`src/rtl/simon_pkg.sv`:
```
// Shared types and helpers for the Simon request arbiter.
`default_nettype none

package simon_pkg;

    typedef enum logic [1:0] {
        ST_IDLE  = 2'd0,
        ST_ISSUE = 2'd1,
        ST_WAIT  = 2'd2
    } arb_state_t;

    localparam int NREQ_MAX = 8;
    localparam int NREQ_W_MAX = $clog2(NREQ_MAX);

    // Width of a requester index; never below one bit.
    function automatic int owner_width(input int nreq);
        return (nreq < 2) ? 1 : $clog2(nreq);
    endfunction

endpackage

`default_nettype wire

```
`src/rtl/simon_rr_arb.sv`:
```
// Combinational round-robin picker: searches from last_grant+1 upward, wrapping.
`default_nettype none

module simon_rr_arb #(
    parameter int N  = 4,
    parameter int IW = 2
) (
    input  logic [N-1:0]  req,
    input  logic [IW-1:0] last_grant,
    output logic [N-1:0]  grant,
    output logic [IW-1:0] idx
);

    logic          found;
    logic [IW-1:0] pos;

    always_comb begin
        grant = '0;
        idx   = '0;
        found = 1'b0;
        pos   = '0;
        // i runs to N so the previous winner is considered last.
        for (int i = 1; i <= N; i++) begin
            pos = IW'((int'(last_grant) + i) % N);
            if (!found && req[pos]) begin
                found      = 1'b1;
                grant[pos] = 1'b1;
                idx        = pos;
            end
        end
    end

endmodule

`default_nettype wire

```
`src/rtl/simon_req_arbiter.sv`:
```
// Serializes NREQ requesters onto one non-pipelined Simon engine, one operation in flight.
`default_nettype none

module simon_req_arbiter
    import simon_pkg::*;
#(
    parameter int NREQ = 4,
    parameter int WW   = 32,
    parameter int NKW  = 4
) (
    input  logic                        clk,
    input  logic                        arst_n,
    input  logic [NREQ-1:0]             req_valid_i,
    output logic [NREQ-1:0]             req_ready_o,
    input  logic [NREQ-1:0]             req_mode_i,
    input  logic [NREQ*2*WW-1:0]        req_pt_i,
    input  logic [NREQ*NKW*WW-1:0]      req_key_i,
    output logic [NREQ-1:0]             rsp_valid_o,
    input  logic [NREQ-1:0]             rsp_ready_i,
    output logic                        rsp_mode_o,
    output logic [2*WW-1:0]             rsp_ct_o,
    output logic                        eng_valid_o,
    input  logic                        eng_ready_i,
    output logic                        eng_mode_o,
    output logic [2*WW-1:0]             eng_pt_o,
    output logic [NKW*WW-1:0]           eng_key_o,
    input  logic                        eng_valid_i,
    output logic                        eng_ready_o,
    input  logic                        eng_mode_i,
    input  logic [2*WW-1:0]             eng_ct_i,
    output logic                        busy_o,
    output logic [$clog2(NREQ)-1:0]     owner_o,
    output logic                        err_o
);

    localparam int OW = owner_width(NREQ);

    arb_state_t    state;
    logic [OW-1:0] owner;
    logic [OW-1:0] last_grant;
    logic [NREQ-1:0] owner_oh;
    logic          err;

    logic [NREQ-1:0] pick_oh;
    logic [OW-1:0]   pick_idx;

    simon_rr_arb #(
        .N  (NREQ),
        .IW (OW)
    ) u_rr (
        .req        (req_valid_i),
        .last_grant (last_grant),
        .grant      (pick_oh),
        .idx        (pick_idx)
    );

    always_ff @(posedge clk or negedge arst_n) begin
        if (!arst_n) begin
            state      <= ST_IDLE;
            owner      <= '0;
            owner_oh   <= '0;
            last_grant <= OW'(NREQ - 1);
            err        <= 1'b0;
        end else begin
            // Protocol violations latch until reset.
            if (eng_valid_i && state != ST_WAIT)
                err <= 1'b1;
            if (state == ST_ISSUE && !req_valid_i[owner])
                err <= 1'b1;

            case (state)
                ST_IDLE: begin
                    if (|req_valid_i) begin
                        owner    <= pick_idx;
                        owner_oh <= pick_oh;
                        state    <= ST_ISSUE;
                    end
                end
                ST_ISSUE: begin
                    if (eng_ready_i)
                        state <= ST_WAIT;
                end
                ST_WAIT: begin
                    if (eng_valid_i && rsp_ready_i[owner]) begin
                        last_grant <= owner;
                        state      <= ST_IDLE;
                    end
                end
                default: state <= ST_IDLE;
            endcase
        end
    end

    assign busy_o  = (state != ST_IDLE);
    assign owner_o = owner;
    assign err_o   = err;

    assign eng_valid_o = (state == ST_ISSUE);
    assign eng_mode_o  = req_mode_i[owner];
    assign eng_pt_o    = req_pt_i[owner*2*WW +: 2*WW];
    assign eng_key_o   = req_key_i[owner*NKW*WW +: NKW*WW];
    assign req_ready_o = (state == ST_ISSUE && eng_ready_i) ? owner_oh : '0;

    assign rsp_valid_o = (state == ST_WAIT && eng_valid_i) ? owner_oh : '0;
    assign eng_ready_o = (state == ST_WAIT) && rsp_ready_i[owner];
    assign rsp_mode_o  = eng_mode_i;
    assign rsp_ct_o    = eng_ct_i;

endmodule

`default_nettype wire

```
`config.mk`:
```
export PLATFORM = sky130hd
export DESIGN_NAME = simon_req_arbiter
export DESIGN_NICKNAME = d
export VERILOG_FILES = /design/src/rtl/simon_pkg.sv /design/src/rtl/simon_rr_arb.sv /design/src/rtl/simon_req_arbiter.sv
export SDC_FILE = /design/constraint.sdc
export NUM_CORES = 1
export LEC_CHECK = 0
export CAP_MARGIN = 20
export CELL_PAD_IN_SITES_DETAIL_PLACEMENT = 0
export CELL_PAD_IN_SITES_GLOBAL_PLACEMENT = 1
export CORE_AREA = 2 2 439 441
export CTS_CLUSTER_DIAMETER = 100
export CTS_CLUSTER_SIZE = 25
export DETAILED_ROUTE_END_ITERATION = 8
export DIE_AREA = 0 0 441 443
export PLACE_DENSITY = 0.31
export SYNTH_ARGS = -nofsm -noshare
export SYNTH_HDL_FRONTEND = slang
export SYNTH_SLANG_ARGS = --single-unit
```
`constraint.sdc`:
```
create_clock -name clk -period 2.3 [get_ports clk]
set_input_delay 0.69 -clock clk [delete_from_list [all_inputs] [get_ports clk]]
set_output_delay 0.69 -clock clk [all_outputs]
set_load 0.01 [all_outputs]
```
==> impl_results.md <==
- Fill cells: 21736
- Final setup fails: 194
- Area of the core: between 0.15 and 0.2 sq mm
- Post-route ant nets: 0
- Register area: ~290 sq um
- Drt pass-1 iters: 5
- Setup WS post-layout: -0.548 ns
- Crit start category: register
- Share of layout cells above drive strength 1: between 40% and 50%
- Worst Setup SP: owner_o[0]
- Final setup skew: approximately 0.0015 ns
- Multi-input gate area: about 0.0053 sq mm
- CTS tree: done
- Wire per inst: between 30 and 40 um
- Worst Max-Slew Pin Slew: about 0.6 ns
- First-pass GRT wire length: approximately 160000 um
- Crit path max-delay family: buffers and inverters
- R2R depth: 5
- Total number of vias: 10592
- Period utilization: 124%
- Failing checks: setup timing
- Max-cap check violation count: 0
- GRT Util Overall: 13.2%
- Synthesized instance count: 439
- Starting Density: ~3.2%
- WS Path Type: register to output pin
- Fin util: approximately 11%
- Synth Flop Type: dfrtp_1
- R2R Setup Slk: 0.05 ns
- Critical Path Stages: 7
- Crit-path most repeated cell: buf_12
- Commonest non-fill, non-tap cell in the layout: clkdlybuf4s50_1
- Slowest stage delay, CP: a little under 0.5 ns
- CP max FO: 6
- Area delta synth->final: 245%
- P_int: 12.0 mW
- Num rows: roughly 160
- Sequential fraction of the synthesis area: between 4 and 5%
- Crit path cell chain: buf_12, buf_16, buf_12, buf_8, mux4_2, and3b_1, buf_6
- Peak supply drop: between 300 and 400 uV
- Grt met1 use: about 14%
- Top Ports: ~1100
- Setup crit end: eng_ready_o
- Gr ovfl total: 0
- Root buffer cell: clkbuf_16
- Worst-skew pair later-pin latency: about 0.24 ns
- Period minus WS final: 2.85 ns
- Vias/cell: 2.61
- Clock share of power: 1.5%
- Netlist cell types: between 40 and 50
- Sequential share of power: under 10%
- Slew Viols, Final: 0
- Slew margin rel.: between 60% and 70%
- P_sw: ~9.4 mW
- Mean Syn Cell Area: approximately 14 sq um
- RSZ-0062 raised after global routing: true
- Num CTS Buffers: 3
- Worst EP required: between 1.5 and 2 ns
- Hold Violations, Final: 0
- Vias in the first global route: 11033
- CP Capture Type: output pin
- Die W: ~440 um
- H-tree Lvls: 1
- Mapped cell area: ~0.0062 sq mm
- Full die area: a little under 0.2 sq mm
- Worst-path clk slew: 0.04 ns
- Combinational power share: 96.7%
- GR Util met3: between 6 and 7%
- Peak Freq: 351 MHz
- Asr flop ratio synth: 100%
- Synth Warn #: 0
- Iteration-0 DRC Markers: between 700 and 800
- PD cells: roughly 1000 mW/mm^2
- Capture point of the worst reg-to-reg path: owner_oh[2]
- Hold WC Path Type: register to register
- Number of nets in the layout: 2368
- Commonest cells after routing, fill and taps aside: 729 x clkdlybuf4s50_1, 200 x buf_6, 196 x mux4_2, 92 x buf_4, 57 x dlygate4sd2_1
- CTS Buffer Depth: 2
- Post-DP HPWL: between 100000 and 150000 um
- Die height: around 440 um
- Flops & latches, synth: 11
- Gr busiest metal: met2
- Slowest cell on crit path: mux4_2
- Lkg Pwr: about 7.4 nW
- RR Startpoint: last_grant[0]
- Final wirelength: approximately 140000 um
- Clock sinks: 11
- Synthesized Nets: 1296
- Drt drc: 0
- Worst hold margin: between 0.4 and 0.5 ns
- Switching fraction of total power: between 40 and 50%
- EDFF count, synth: 0
- Placed insts: slightly below 4000
- Initial antenna violation count: 168
- Critical path buffer and inverter count: 5
- Outcome: finished, violations left
- Crit path DAT: around 2.2 ns
- Final Non-Filler Cells: approximately 4100
- PortBufs: slightly below 1000
- Largest net degree at the start of global routing: 29
- RePlAce Congestion: roughly 0.87
- Worst Hold Path Cells: 2
- Grt met2 use: about a quarter
[flip-flops by register name, summed over array words and instances (netlist names)]
register and flops:
err_o 1, last_grant 2, owner_o 2, owner_oh 4
state 2
[worst min-delay path by stage]
stage	end	slack (ns)	start
after floorplan	err_o	0.39	arst_n
after global placement	err_o	0.49	err_o
after detailed placement	err_o	0.48	err_o
after CTS	err_o	0.49	err_o
after global routing	err_o	0.52	err_o
final	err_o	0.48	err_o
[area by class of cell]
type / instances / share of cell area, %
Clock buffer: 4 / 0.368
Sequential cell: 11 / 1.33
Inverter: 6 / 0.123
Tap cell: 2526 / 14.8
Timing Repair Buffer: 1185 / 58.6
Multi-Input combinational cell: 304 / 24.6
Antenna cell: 19 / 0.222
[per-layer routing]
metal  vias up  part of all wire (%)
met5         -                  0.63
met4       132                   2.3
met3       338                    12
met2       843                    51
met1      5207                    34
li1       4072                     -
[Yosys cell counts, types with 3 or more instances]
cell	number	area, sq um
nor2_1	5	18.8
clkbuf_1	9	33.8
mux2_2	4	45.0
a21oi_1	10	50.1
and3_1	4	25.0
inv_1	6	22.5
a221oi_1	5	43.8
nor3_1	3	15.0
buf_2	32	160
and2_1	4	25.0
mux4_2	196	4410
ha_1	8	100
buf_4	66	495
nand2_1	17	63.8
dfrtp_1	9	225
buf_1	10	37.5
mux2i_1	3	30.0
o21ai_0	9	45.0
o221ai_1	4	35.0
[power groups by stage]
stage	Clock [mW]	Combinational (mW)	Sequential, mW
finish	0.319	20.7	0.396
global route	0.341	21.8	0.409
CTS	0.328	20.9	0.400
detailed placement	0	17.5	0.447
floorplan	0	6.87	0.368
global placement	0	17.6	0.445
[through the flow]
stage	power (mW)	worst slack, ns	area (sq um)	TNS (ns)
5_1_grt	22.5	-0.604	21400	-86.79
4_1_cts	21.6	-0.661	21100	-87.11
2_1_floorplan	7.23	-0.00373	6240	-0.00467
3_3_place_gp	18.0	-0.883	19500	-107.07
3_5_place_dp	18.0	-0.852	19500	-106.28
6_report	21.4	-0.548	21400	-76.32
[tightest hold or removal path, stage by stage (launching register included)]
cell and delay, ns:
dfrtp_1 0.34, a21oi_1 0.04, o21ai_0 0.06
[cell families (layout without fill, tap and decap cells)]
| kind of cell | Yosys count | after routing | share of synthesized area [%] |
|---|---|---|---|
| AO/OA/AOI/OAI | 49 | 49 | 5.70 |
| adder cells (fa/ha/maj) | 8 | 8 | 1.61 |
| buffers and inverters | 124 | 1195 | 12.2 |
| flip-flops | 11 | 11 | 4.47 |
| multiplexers | 203 | 203 | 72.3 |
| other | 0 | 19 | 0 |
| AND/OR/NAND/NOR | 44 | 44 | 3.71 |
[timing repair]
action                                  4_1_cts  5_1_grt
pin swaps                                     3        3
cloned                                        8        0
endpoints found under the setup margin      213      206
resized for setup                           927      100
setup buffers                                81       35
hold buffers                                  0        0
Power figures use the tool's default switching activity.
